`src/rtl/secuencia_lectura_rtc.sv`:
```
// Read sequencer for the external RTC on the multiplexed address/data bus.
// Walks indices 1..N_REG, runs one multiplexed read cycle per index and latches the returned byte.
module secuencia_lectura_rtc #(
    parameter int T_PHASE = 4,
    parameter int N_REG   = 6
) (
    input  logic       clk,
    input  logic       reset,
    input  logic       start,
    input  logic [7:0] dir,
    output logic [4:0] cont,
    output logic [7:0] ad_out,
    output logic       ad_oe,
    input  logic [7:0] ad_in,
    output logic       cs_n,
    output logic       ad_sel,
    output logic       wr_n,
    output logic       rd_n,
    output logic       busy,
    output logic       done,
    output logic [7:0] seg,
    output logic [7:0] min,
    output logic [7:0] hora,
    output logic [7:0] dia,
    output logic [7:0] mes,
    output logic [7:0] anio
);
    localparam int              CW        = (T_PHASE > 1) ? $clog2(T_PHASE) : 1;
    localparam logic [CW-1:0]   PH_LAST   = CW'(T_PHASE - 1);
    localparam logic [4:0]      CONT_LAST = 5'(N_REG);

    localparam logic [2:0] IDLE      = 3'd0;
    localparam logic [2:0] SETUP     = 3'd1;
    localparam logic [2:0] ADDR_WR   = 3'd2;
    localparam logic [2:0] ADDR_HOLD = 3'd3;
    localparam logic [2:0] DATA_RD   = 3'd4;
    localparam logic [2:0] RECOVER   = 3'd5;
    localparam logic [2:0] DONE      = 3'd6;

    logic [2:0]    state;
    logic [CW-1:0] ph;
    logic          ph_end;

    assign ph_end = (ph == PH_LAST);

    // Strobes are set on the edge that enters each state so every output stays registered.
    always_ff @(posedge clk) begin
        if (reset) begin
            state  <= IDLE;
            ph     <= '0;
            cont   <= 5'd0;
            ad_out <= 8'h00;
            ad_oe  <= 1'b0;
            cs_n   <= 1'b1;
            ad_sel <= 1'b0;
            wr_n   <= 1'b1;
            rd_n   <= 1'b1;
            busy   <= 1'b0;
            done   <= 1'b0;
            seg    <= 8'h00;
            min    <= 8'h00;
            hora   <= 8'h00;
            dia    <= 8'h00;
            mes    <= 8'h00;
            anio   <= 8'h00;
        end else begin
            done <= 1'b0;
            case (state)
                IDLE: begin
                    if (start) begin
                        cont  <= 5'd1;
                        busy  <= 1'b1;
                        state <= SETUP;
                    end
                end
                SETUP: begin
                    ad_out <= dir;
                    ad_oe  <= 1'b1;
                    ad_sel <= 1'b0;
                    cs_n   <= 1'b0;
                    wr_n   <= 1'b0;
                    ph     <= '0;
                    state  <= ADDR_WR;
                end
                ADDR_WR: begin
                    if (ph_end) begin
                        ph    <= '0;
                        cs_n  <= 1'b1;
                        wr_n  <= 1'b1;
                        state <= ADDR_HOLD;
                    end else begin
                        ph <= ph + 1'b1;
                    end
                end
                ADDR_HOLD: begin
                    if (ph_end) begin
                        ph     <= '0;
                        ad_oe  <= 1'b0;
                        ad_sel <= 1'b1;
                        cs_n   <= 1'b0;
                        rd_n   <= 1'b0;
                        state  <= DATA_RD;
                    end else begin
                        ph <= ph + 1'b1;
                    end
                end
                DATA_RD: begin
                    if (ph_end) begin
                        ph     <= '0;
                        cs_n   <= 1'b1;
                        rd_n   <= 1'b1;
                        ad_sel <= 1'b0;
                        state  <= RECOVER;
                        case (cont)
                            5'd1:    seg  <= ad_in;
                            5'd2:    min  <= ad_in;
                            5'd3:    hora <= ad_in;
                            5'd4:    dia  <= ad_in;
                            5'd5:    mes  <= ad_in;
                            5'd6:    anio <= ad_in;
                            default: ;
                        endcase
                    end else begin
                        ph <= ph + 1'b1;
                    end
                end
                RECOVER: begin
                    if (ph_end) begin
                        ph <= '0;
                        if (cont == CONT_LAST) begin
                            cont  <= 5'd0;
                            busy  <= 1'b0;
                            done  <= 1'b1;
                            state <= DONE;
                        end else begin
                            cont  <= cont + 5'd1;
                            state <= SETUP;
                        end
                    end else begin
                        ph <= ph + 1'b1;
                    end
                end
                DONE: begin
                    state <= IDLE;
                end
                default: begin
                    state <= IDLE;
                end
            endcase
        end
    end
endmodule

```
`config.mk`:
```
export PLATFORM = sky130hd
export DESIGN_NAME = secuencia_lectura_rtc
export DESIGN_NICKNAME = d
export VERILOG_FILES = /design/src/rtl/secuencia_lectura_rtc.sv
export SDC_FILE = /design/constraint.sdc
export NUM_CORES = 1
export LEC_CHECK = 0
export BUFFER_PORTS_ARGS = -buffer_cell sky130_fd_sc_hd__buf_2
export CORE_ASPECT_RATIO = 0.9
export CORE_MARGIN = 5
export CORE_UTILIZATION = 40
export CTS_CLUSTER_DIAMETER = 50
export DETAILED_ROUTE_END_ITERATION = 7
export PLACE_DENSITY_LB_ADDON = 0.2
export SYNTH_ARGS = -nofsm -noshare
export SYNTH_HDL_FRONTEND = slang
export SYNTH_SLANG_ARGS = --single-unit
```
`constraint.sdc`:
```
create_clock -name clk -period 2.8 [get_ports clk]
set_clock_uncertainty 0.15 [all_clocks]
set_input_delay 0.42 -clock clk [delete_from_list [all_inputs] [get_ports clk]]
set_output_delay 0.42 -clock clk [all_outputs]
set_load 0.02 [all_outputs]
```
======== Word-level counts from Yosys, hierarchy flattened ========
Index checks and enable logic that the tools add are counted.
word-level totals
  flip-flop bits (word level) ............. 73
  latch bits .............................. 0
  memory bits (writable) .................. 0
  memory bits (read-only) ................. 0
  input port bits ......................... 19
  memories ................................ 0
operators by class
  add/subtract/negate cells ............... 2
  multiply operators ...................... 0
  div/mod/pow operators ................... 0
  $lt $le $gt $ge ......................... 0
  equal/unequal tests ..................... 19
  shifts and indexed selects .............. 0
  muxes and demuxes ....................... 25
  bitwise operators ....................... 2
  reductions and logical operators ........ 25
operators with widths
  operator                                             count
  AND reduction 3 bit                                  10
  2-to-1 mux 3 bit                                     6
  one-hot mux 3 bit (6 select lines)                   1
  equality test 5 x 3 -> 1 bit, second input constant  3
  2-to-1 mux 5 bit                                     3
  inequality test 2 bit, second input constant         6
  equality test 5 x 2 -> 1 bit, second input constant  2
  one-hot mux 5 bit (2 select lines)                   1
  nonzero test 2 bit                                   5
  one-hot mux 1 bit (2 select lines)                   4
  equality test 3 x 2 -> 1 bit, second input constant  2
  equality test 3 bit, second input constant           2
  2-to-1 mux 1 bit                                     6
  one-hot mux 1 bit (3 select lines)                   2
  nonzero test 3 bit                                   2
  adder 5 x 1 -> 5 bit, second input constant          1
  equality test 5 x 1 -> 1 bit, second input constant  1
  AND reduction 5 bit                                  1
  one-hot mux 2 bit (2 select lines)                   1
  AND reduction 2 bit                                  2
  AND reduction 4 bit                                  1
  OR reduction 4 bit                                   1
  equality test 3 x 1 -> 1 bit, second input constant  1
  logical NOT 3 bit                                    1
  7 further kinds                                      8

======== Logic depth before layout (Yosys ltp) ========
Gate-level depths: netlist of the first run.
  depth after elaboration ................. 4
  mapped depth ............................ 7

======== Worst setup path before layout of the first run ========
Ideal clock, no wire load.
  path type ............................... flip-flop to flip-flop
  from .................................... register cont[0]
  to ...................................... register state[2]
  setup time .............................. 0.132 ns
  data arrival time ....................... 1.466 ns
  required time ........................... 2.518 ns
  slack ................................... 1.052 ns
  cell stages (with the launch flop) ...... 7
  period minus slack after synthesis ...... 1.748 ns
  cell sequence ........................... dfxtp_1 > inv_1 > ha_1 > and4bb_2 > buf_2 > o21ai_0 > a21oi_1
between the ends
  longest elaborated chain between the ends .. 4
ends and longest elaborated chain
  what                                RTL line  text
  start, declared                     11        output logic [4:0] cont,
  start signal, assigned              136       cont <= cont + 5'd1;
  equality test 5 x 3 -> 1 bit        130       if (cont == CONT_LAST) begin
  2-to-1 mux 3 bit                    130
  2-to-1 mux 3 bit                    128       if (ph_end) begin
  one-hot mux 3 bit (6 select lines)  68        case (state)
  end signal, assigned                73        state <= SETUP;
  end signal, assigned                134       state <= DONE;
  end signal, assigned                137       state <= SETUP;
  end, declared                       40        logic [2:0] state;
No other way between the ends. The select of a mux whose other input is x is not followed.
A chain may end at the register's enable or synchronous reset.

======== Final worst setup path of the first run ========
  from .................................... register state[2]
  to ...................................... register mes[2]
between the ends
  longest elaborated chain between the ends .. 2
ends and longest elaborated chain
  what                           RTL line  text
  start signal, assigned         49        state <= IDLE;
  start signal, assigned         73
  start signal, assigned         83        state <= ADDR_WR;
  equality test 3 bit            68
  AND reduction 3 bit (no line)  --
  end signal, assigned           119       5'd5: mes <= ad_in;
  end, declared                  25        output logic [7:0] mes,
No other way between the ends.

==> reports/results.ini, run 1 <==
[outcome]
status = complete, no violations

[detailed_routing]
wl_um = 7270
first_pass_iters = 4
vias = 2483
drt_iter0_drc = 89
drtAntennaViolNets = 0
wl_per_cell_um = 14.6
drc_errors = 0
vias_per_cell = 4.98

[sta]
setup_viol = 0
finalHoldViolCount = 0
setup_tns_ns = 0
slew_violations = 0
whs_ns = 0.162
worstMarginPinSlew_ns = 0.648
fin_crit_sh_pct = 71.6
maxSlewHeadroom_pct = 56.8
clock.fmax_mhz = 499
setup_slack_ns = 0.795
post-route-min-period_ns = 2.00
rsz0062_at_grt = no

[place]
port_buffers = 86
dp_slack_ns = 0.815
place_area_mm2 = 0.00344
place_hpwl_um = 5220
gp_congestion = 0.775
place_inst = 483

[critical_path]
crit_fanout = 19
crit_required_ns = 2.87
worstSetupStartpointType = register
end_kind = register
crit_type = register to register
worstPathArrival_ns = 2.07

[synthesis]
yosys.area_share.simple_pct = 19.6
yosys.area_share.adder_pct = 2.12
ys_warn_count = 0
post_synth_xor_area_fraction_pct = 1.48
synth_top_family_by_area = simple AND/OR/NAND/NOR gates
synthMuxAreaShare_pct = 14.3
async_reset_ff_share_pct = 0
yosysSeqAreaShare_pct = 49.6
synth-seq-cells = 73
yosysUniqueCellTypes = 35
synth-compound-area-share_pct = 8.91
synth_top_area_cell = dfxtp_1
synth_edf_count = 0
synthCells = 318
syn_avg_cell_area_um2 = 9.27
synth_top_flop_cell = dfxtp_1
syn-cell-area_mm2 = 0.00295
netlist.area_leader.share_pct = 49.6
ys_top_cells_by_area = dfxtp_1, mux2i_1, nor2_1
syn-num-nets = 342

[grt]
antenna_found_initial = 0
track_usage_pct = 16.0
grt_max_degree = 38
grt_pass1_wl_um = 11600
grt.overflow.total = 0
grt_pass1_vias = 2283

[finish]
final_cells = 499
synthToLayoutAreaGrowth_pct = 22.8
drive_gt1_share_pct = 28.1
n_antenna_cell = 0
layout.nets = 425
mostFrequentLayoutCells = buf_2, dfxtp_1, nor2_1
layout_commonest_cell = buf_2
postLayoutCellArea_mm2 = 0.00362
fillers = 721

[floorplanning]
core_mm2 = 0.00711
dieArea_mm2 = 0.00919
die_y_um = 91.5
io_pins = 87
start_util_pct = 41.5
die_w_um = 101
core.rowCount = 29

[clocking]
cts_resized = 0
clk_latency_ns = 0.34
clock_sinks = 73
ctsLongestPathBuffers = 2
path_clk_slew_ns = 0.08
hold_buffers = 0
cts_buffers = 9
root_buffer = clkbuf_8
cts_tree = done
cts_htree_levels = 3
cts_setup_buffers = 0

[worst_hold_path]
holdCritPathClass = primary input to register

[power_and_ir_drop]
power_density_mw_per_mm2 = 545
irDropWorstVdd_v = 0.000340
power.leakage_nw = 1.86

[run]
drv_cap = 0

metal layers:
metal | routed length, um | up-vias | global-route usage, % | part of all wire (%)
li1 | - | 1246 | - | -
met4 | 67 | 0 | 4.71 | 0.92
met5 | 0 | - | 0 | 0
met1 | 3290 | 1164 | 21.0 | 45
met2 | 3420 | 67 | 24.3 | 47
met3 | 489 | 6 | 6.13 | 6.7
per-stage QoR:
| step | total power, mW | utilization (%) |
|---|---|---|
| 5_1_grt | 2.07 | 50.9 |
| 4_1_cts | 2.01 | 50.9 |
| 6_report | 1.97 | 50.9 |
| 2_1_floorplan | 1.20 | - |
| 3_5_place_dp | 1.26 | 48.4 |
| 3_3_place_gp | 1.26 | 48.4 |
final cells by class:
class | instances | area (um2) | share of cell area [%]
tap | 93 | 116 | 3.21
multi-input combinational | 220 | 1370 | 37.7
clock inverter | 6 | 42.5 | 1.17
timing repair buffer | 93 | 483 | 13.3
sequential | 73 | 1460 | 40.3
inverter | 4 | 15.0 | 0.415
clock buffer | 10 | 138 | 3.80
cell families (layout without fill, tap and decap cells):
group | count (synthesis) | in the layout
XOR/XNOR | 5 | 5
buffers and inverters | 25 | 113
multiplexers | 42 | 42
AND/OR/NAND/NOR | 123 | 123
flip-flops | 73 | 73
adder cells (fa/ha/maj) | 5 | 5
AO/OA/AOI/OAI | 45 | 45
cells in the mapped netlist, drive strengths merged (2+ instances only):
master and instances:
ha 5, buf 12, nor2 55, nand3 13
a21boi 2, dfxtp 73, a211oi 3, o21bai 2
nand2 32, nor3 5, and4bb 2, mux2i 42
clkbuf 9, o21ai 6, inv 4, nor2b 8
xnor2 5, a21oi 26, a221oi 2, nand4b 4
power by group:
group / total [mW] / internal [mW] / switching [mW]
combinational: 0.157 / 0.0581 / 0.0984
clock: 0.742 / 0.347 / 0.396
sequential: 1.08 / 1.06 / 0.0186
state kept, by name, summed over array words and instances (netlist names), 2 cells and up:
| name | flops |
|---|---|
| mes | 8 |
| dia | 8 |
| seg | 8 |
| ph | 2 |
| ad_out | 8 |
| state | 3 |
| anio | 8 |
| hora | 8 |
| cont | 5 |
| min | 8 |
worst max-delay path: stages (launching register included):
cell      delay [ns]
dfxtp_1         0.71
and4bb_1        0.43
nand3_2         0.30
mux2i_1         0.24
nor2_1          0.05
final timing paths:
kind / startpoint / cells after the start / to / slack [ns]
setup reg to reg: state[2] / 4 / mes[2] / 0.80
setup / recovery: state[2] / 4 / mes[2] / 0.80
hold / removal: dir[5] / 3 / ad_out[5] / 0.16
hold reg to reg: ad_out[7] / 2 / ad_out[7] / 0.31
Power figures use the tool's default switching activity.
==> run 2, diff against run 1 <==
==> constraint.sdc (replaced) <==
create_clock -name clk -period 1.65 [get_ports clk]
set_clock_uncertainty 0.15 [all_clocks]
set_input_delay 0.2475 -clock clk [delete_from_list [all_inputs] [get_ports clk]]
set_output_delay 0.2475 -clock clk [all_outputs]
set_load 0.02 [all_outputs]
==> run 2 against run 1 <==
  * The flow now finishes with violations (negative setup slack)
  * Largest cell class unchanged
  * Power rose by 80%
  * Sequential cell count did not move
  * Routed wire length rose by 8.7%
  * Global-route usage rose by 0.87 points
  * Via count rose by 4.7%
  * Non-clock buffer count rose by 30
  * Utilization rose by 5.8 points
  * Maximum frequency rose by 21%
  * Hold slack got worse by 0.093 ns
  * Highest routed layer unchanged
==> reports/results.ini, run 2 (same netlist as run 1, synthesis figures left out) <==
[outcome]
status = finished with violations
violations = negative setup slack

[grt]
grt_max_degree = 49  ; +29%
antenna_found_initial = 0  ; unchanged
grt_pass1_wl_um = 12500  ; +7.1%
grt_pass1_vias = 2519  ; +10%
grt.overflow.total = 0  ; unchanged
track_usage_pct = 16.8  ; +0.87 points

[finish]
n_antenna_cell = 0  ; unchanged
layout.nets = 455  ; +7.1%
layout_commonest_cell = buf_2
drive_gt1_share_pct = 35.3  ; +7.2 points
seq_area_mm2 = 0.00147  ; +0.43%
fillers = 677  ; -6.1%
multiInputGateArea_mm2 = 0.00146  ; +6.6%
final_cells = 529  ; +6.0%
synthToLayoutAreaGrowth_pct = 36.8
mostFrequentLayoutCells = buf_2, dfxtp_1, nor2_1

[detailed_routing]
vias = 2599  ; +4.7%
drt_iter0_drc = 90  ; +1.1%
drc_errors = 0  ; unchanged
first_pass_iters = 4  ; unchanged
vias_per_cell = 4.91  ; -1.3%
wl_um = 7900  ; +8.7%
drtAntennaViolNets = 0  ; unchanged
wl_per_cell_um = 14.9  ; +2.5%

[clocking]
cts_buffers = 9  ; unchanged
path_clk_slew_ns = 0.08  ; about the same
ctsLongestPathBuffers = 2  ; unchanged
clock_sinks = 73  ; unchanged
root_buffer = clkbuf_8
cts_htree_levels = 3  ; unchanged
clk_latency_ns = 0.33  ; about the same
cts_tree = done

[critical_path]
crit_required_ns = 1.72  ; -1.15 ns
crit_fanout = 8  ; -11
worstPathArrival_ns = 1.72  ; -0.35 ns
worstSetupStartpointType = register
end_kind = register
crit_type = register to register

[power_and_ir_drop]
pwr-share-clk_pct = 38.8  ; +1.2 points
sw_frac_of_total_pct = 25.5  ; -0.45 points
seq_power_share_pct = 51.4  ; -3.1 points
p_sw_mw = 0.905  ; +77%
p_int_mw = 2.64  ; +81%
power.leakage_nw = 2.02  ; +8.8%
combPwrFrac_pct = 9.8  ; +1.9 points
power_density_mw_per_mm2 = 879  ; +61%
irDropWorstVdd_v = 0.000491  ; +44%

[sta]
setup_viol = 1  ; +1
finalHoldViolCount = 0  ; unchanged
setup_slack_ns = -0.00498  ; -0.800 ns
clock.fmax_mhz = 604  ; +21%
worstMarginPinSlew_ns = 0.426  ; -0.222 ns
post-route-min-period_ns = 1.65  ; -0.350 ns
fin_crit_sh_pct = 100  ; +29 points
rsz0062_at_grt = yes
slew_violations = 0  ; unchanged
maxSlewHeadroom_pct = 71.4  ; +15 points

[floorplanning]
io_pins = 87  ; unchanged
die_y_um = 91.5  ; unchanged
core_mm2 = 0.00711  ; unchanged
core.rowCount = 29  ; unchanged
dieArea_mm2 = 0.00919  ; unchanged
start_util_pct = 41.5  ; unchanged
die_w_um = 101  ; unchanged

[run]
drv_cap = 0  ; unchanged

[place]
place_inst = 501  ; +3.7%
port_buffers = 86  ; unchanged
place_hpwl_um = 5420  ; +3.9%
gp_congestion = 0.806  ; +4.0%
dp_slack_ns = -0.155  ; -0.970 ns

[worst_hold_path]
holdCritPathClass = primary input to register

-- run 2: cell count changes in the layout (fill, tap and decap cells not counted), moves of 3 or more --
cell	change
dfxtp_2	+5
buf_12	+4
a21oi_1	-3
dfxtp_1	-5
mux2i_1	-3
buf_4	+17
dlygate4sd3_1	+8
mux2i_2	+3
-- run 2: cell type report --
cell class	count	area share (%)
clock inverters	7	1.74
inverters	4	0.372
clock buffers	9	3.07
flip-flops and latches	73	36.4
multi-input cells	220	36.1
well taps	93	2.88
repair buffers	123	19.5
-- run 2: stage by stage --
step	total power, mW	area [um2]	util, %	setup TNS [ns]	hold WS, ns
floorplan	2.04	2950	-	0	0.234
global placement	2.17	3630	51.0	-0.572	0.289
detailed placement	2.18	3630	51.0	-2.38	0.298
CTS	3.58	3950	55.5	0	0.0444
global route	3.70	4040	56.7	-1.18	0.0640
finish	3.55	4040	56.7	-0.00498	0.0691
-- run 2: worst paths after layout --
path	to	from	depth (start not counted)	slack [ns]
setup / recovery	dia[2]	ph[0]	6	-0.005
hold / removal	anio[5]	ad_in[5]	3	0.07
setup reg to reg	dia[2]	ph[0]	6	-0.005
hold reg to reg	ad_out[0]	ad_out[0]	2	0.31
-- run 2: repair_timing --
action | 4_1_cts | 5_1_grt
pin swaps | 2 | 18
setup endpoints to repair | 45 | 55
buffers inserted | 1 | 5
gates resized for setup | 10 | 17
endpoints found under the hold margin | 8 | 0
hold buffers | 8 | 0
-- run 2: metal layers --
metal,global-route usage (%),part of all wire (%),vias up
met3,5.21,5.2,2
met2,27.3,48,64
met1,22.3,46,1224
li1,-,-,1309
met4,3.03,0.33,0
met5,0,0,-
-- run 2: power by group through the flow --
stage	registers, mW	logic (mW)	clock network [mW]
global placement	1.86	0.314	0
global route	1.83	0.381	1.49
CTS	1.82	0.340	1.42
detailed placement	1.86	0.318	0
floorplan	1.88	0.154	0
finish	1.82	0.348	1.38
-- run 2: critical path, stage by stage (launching register included) --
cell and delay (ns):
dfxtp_2 0.36, ha_4 0.14, and4bb_4 0.28, nand4b_1 0.19, buf_12 0.20, mux2i_2 0.16
nor2_1 0.06
==> run 3, diff against run 2 <==
--- a/config.mk
+++ b/config.mk
@@ -11,7 +11,7 @@
 export CORE_UTILIZATION = 40
 export CTS_CLUSTER_DIAMETER = 50
 export DETAILED_ROUTE_END_ITERATION = 7
-export PLACE_DENSITY_LB_ADDON = 0.2
+export PLACE_DENSITY = 0.76
 export SYNTH_ARGS = -nofsm -noshare
 export SYNTH_HDL_FRONTEND = slang
 export SYNTH_SLANG_ARGS = --single-unit
==> run 3 against run 2 <==
  * Register-to-register slack worse by 0.03 ns
  * Count of clock-buffer cells in the layout up 1
  * Critical path type unchanged
  * The run still ends with negative setup slack left
  * Die area unchanged
  * Global-route usage up 0.56 points
  * Cell count down 0.38%
  * Clock power down 3%
  * Design area down 1.1%
  * Routed wire length up 2.8%
==> reports/results.ini, run 3 (same netlist as run 1, synthesis figures left out) <==
[sta]
setup_slack_ns = -0.0328  ; -0.0279 ns
slew_violations = 0  ; unchanged
post-route-min-period_ns = 1.68  ; +0.0279 ns
finalHoldViolCount = 0  ; unchanged
setup_viol = 2  ; +1
whs_ns = 0.0741  ; +0.00500 ns
fin_crit_sh_pct = 102  ; +1.7 points
setup_tns_ns = -0.0337  ; -0.0287 ns
worstMarginPinSlew_ns = 0.363  ; -0.0632 ns
maxSlewHeadroom_pct = 75.8  ; +4.4 points
clock.fmax_mhz = 594  ; -1.7%
rsz0062_at_grt = yes

[clocking]
cts_buffers = 9  ; unchanged
clk_latency_ns = 0.34  ; about the same
clock_sinks = 73  ; unchanged
path_clk_slew_ns = 0.08  ; about the same
cts_htree_levels = 3  ; unchanged
cts_tree = done
ctsLongestPathBuffers = 2  ; unchanged
root_buffer = clkbuf_8

[floorplanning]
die_y_um = 91.5  ; unchanged
die_w_um = 101  ; unchanged
dieArea_mm2 = 0.00919  ; unchanged
core_mm2 = 0.00711  ; unchanged
io_pins = 87  ; unchanged
start_util_pct = 41.5  ; unchanged
core.rowCount = 29  ; unchanged

[place]
port_buffers = 86  ; unchanged
place_hpwl_um = 5670  ; +4.5%
place_area_mm2 = 0.00363  ; unchanged
gp_congestion = 0.759  ; -5.9%
dp_slack_ns = -0.144  ; +0.0109 ns
place_inst = 501  ; unchanged

[finish]
multiInputGateArea_mm2 = 0.00143  ; -2.0%
layout_commonest_cell = buf_2
fin_util_pct = 56.1  ; -0.65 points
layout.nets = 454  ; -0.22%
drive_gt1_share_pct = 34.1  ; -1.2 points
postLayoutCellArea_mm2 = 0.00399  ; -1.1%
mostFrequentLayoutCells = buf_2, dfxtp_1, nor2_1
fillers = 656  ; -3.1%
n_antenna_cell = 0  ; unchanged
synthToLayoutAreaGrowth_pct = 35.3
final_cells = 527  ; -0.38%
seq_area_mm2 = 0.00147  ; +0.17%

[detailed_routing]
drc_errors = 0  ; unchanged
vias_per_cell = 5.09  ; +3.5%
first_pass_iters = 6  ; +2
wl_per_cell_um = 15.4  ; +3.2%
vias = 2680  ; +3.1%
drtAntennaViolNets = 0  ; unchanged
wl_um = 8120  ; +2.8%
drt_iter0_drc = 88  ; -2.2%

[critical_path]
end_kind = register
crit_type = register to register
crit_required_ns = 1.72  ; about the same
worstSetupStartpointType = register
worstPathArrival_ns = 1.76  ; +0.04 ns
crit_fanout = 8  ; unchanged

[grt]
grt_pass1_wl_um = 12700  ; +2.3%
track_usage_pct = 17.4  ; +0.56 points
grt_max_degree = 54  ; +10%
antenna_found_initial = 0  ; unchanged
grt.overflow.total = 0  ; unchanged
grt_pass1_vias = 2589  ; +2.8%

[worst_hold_path]
holdCritPathClass = primary input to register

[run]
drv_cap = 0  ; unchanged

[power_and_ir_drop]
power.total_mw = 3.50  ; -1.3%
power_density_mw_per_mm2 = 878  ; -0.16%
irDropWorstVdd_v = 0.000510  ; +3.9%
power.leakage_nw = 2.01  ; -0.77%

[outcome]
violations = negative setup slack
status = finished with violations

run 3: power breakdown:
part / leakage, nW / internal (mW) / total [mW] / switching [mW]
combinational: 1.33 / 0.147 / 0.344 / 0.197
clock: 0.0844 / 0.687 / 1.34 / 0.650
sequential: 0.593 / 1.79 / 1.82 / 0.0269
total: 2.01 / 2.63 / 3.50 / 0.874
run 3: area by class of cell:
type | instances | share of cell area [%]
Clock buffer | 10 | 3.20
Clock inverter | 5 | 1.44
Inverter | 4 | 0.376
Multi-Input combinational cell | 220 | 35.8
Sequential cell | 73 | 36.9
Tap cell | 93 | 2.92
Timing Repair Buffer | 122 | 19.4
run 3: worst paths after layout:
check	endpoint	depth (start not counted)	start	slack [ns]
worst max-delay path	seg[1]	6	ph[1]	-0.03
worst min-delay path	anio[5]	3	ad_in[5]	0.07
worst max register to register	seg[1]	6	ph[1]	-0.03
worst min register to register	ad_out[0]	2	ad_out[0]	0.31
run 3: metal layers:
| layer | GRT usage (%) | vias to the layer above | share of wire (%) |
|---|---|---|---|
| li1 | - | 1301 | - |
| met1 | 21.2 | 1293 | 42 |
| met2 | 28.9 | 76 | 50 |
| met3 | 6.05 | 10 | 6.0 |
| met4 | 5.16 | 0 | 1.3 |
| met5 | 0 | - | 0 |
run 3: worst max-delay path, stage by stage (launching register included):
cell and delay (ns):
dfxtp_2 0.36, ha_4 0.14, and4bb_4 0.29, buf_4 0.13, nand3_4 0.15, mux2i_2 0.27
nor2_1 0.07
run 3: what timing repair did:
action / CTS / global route
setup buffers: 2 / 1
setup endpoints to repair: 50 / 46
resized for setup: 12 / 9
hold buffers: 8 / 0
hold endpoints to repair: 8 / 0
pin swaps: 2 / 6
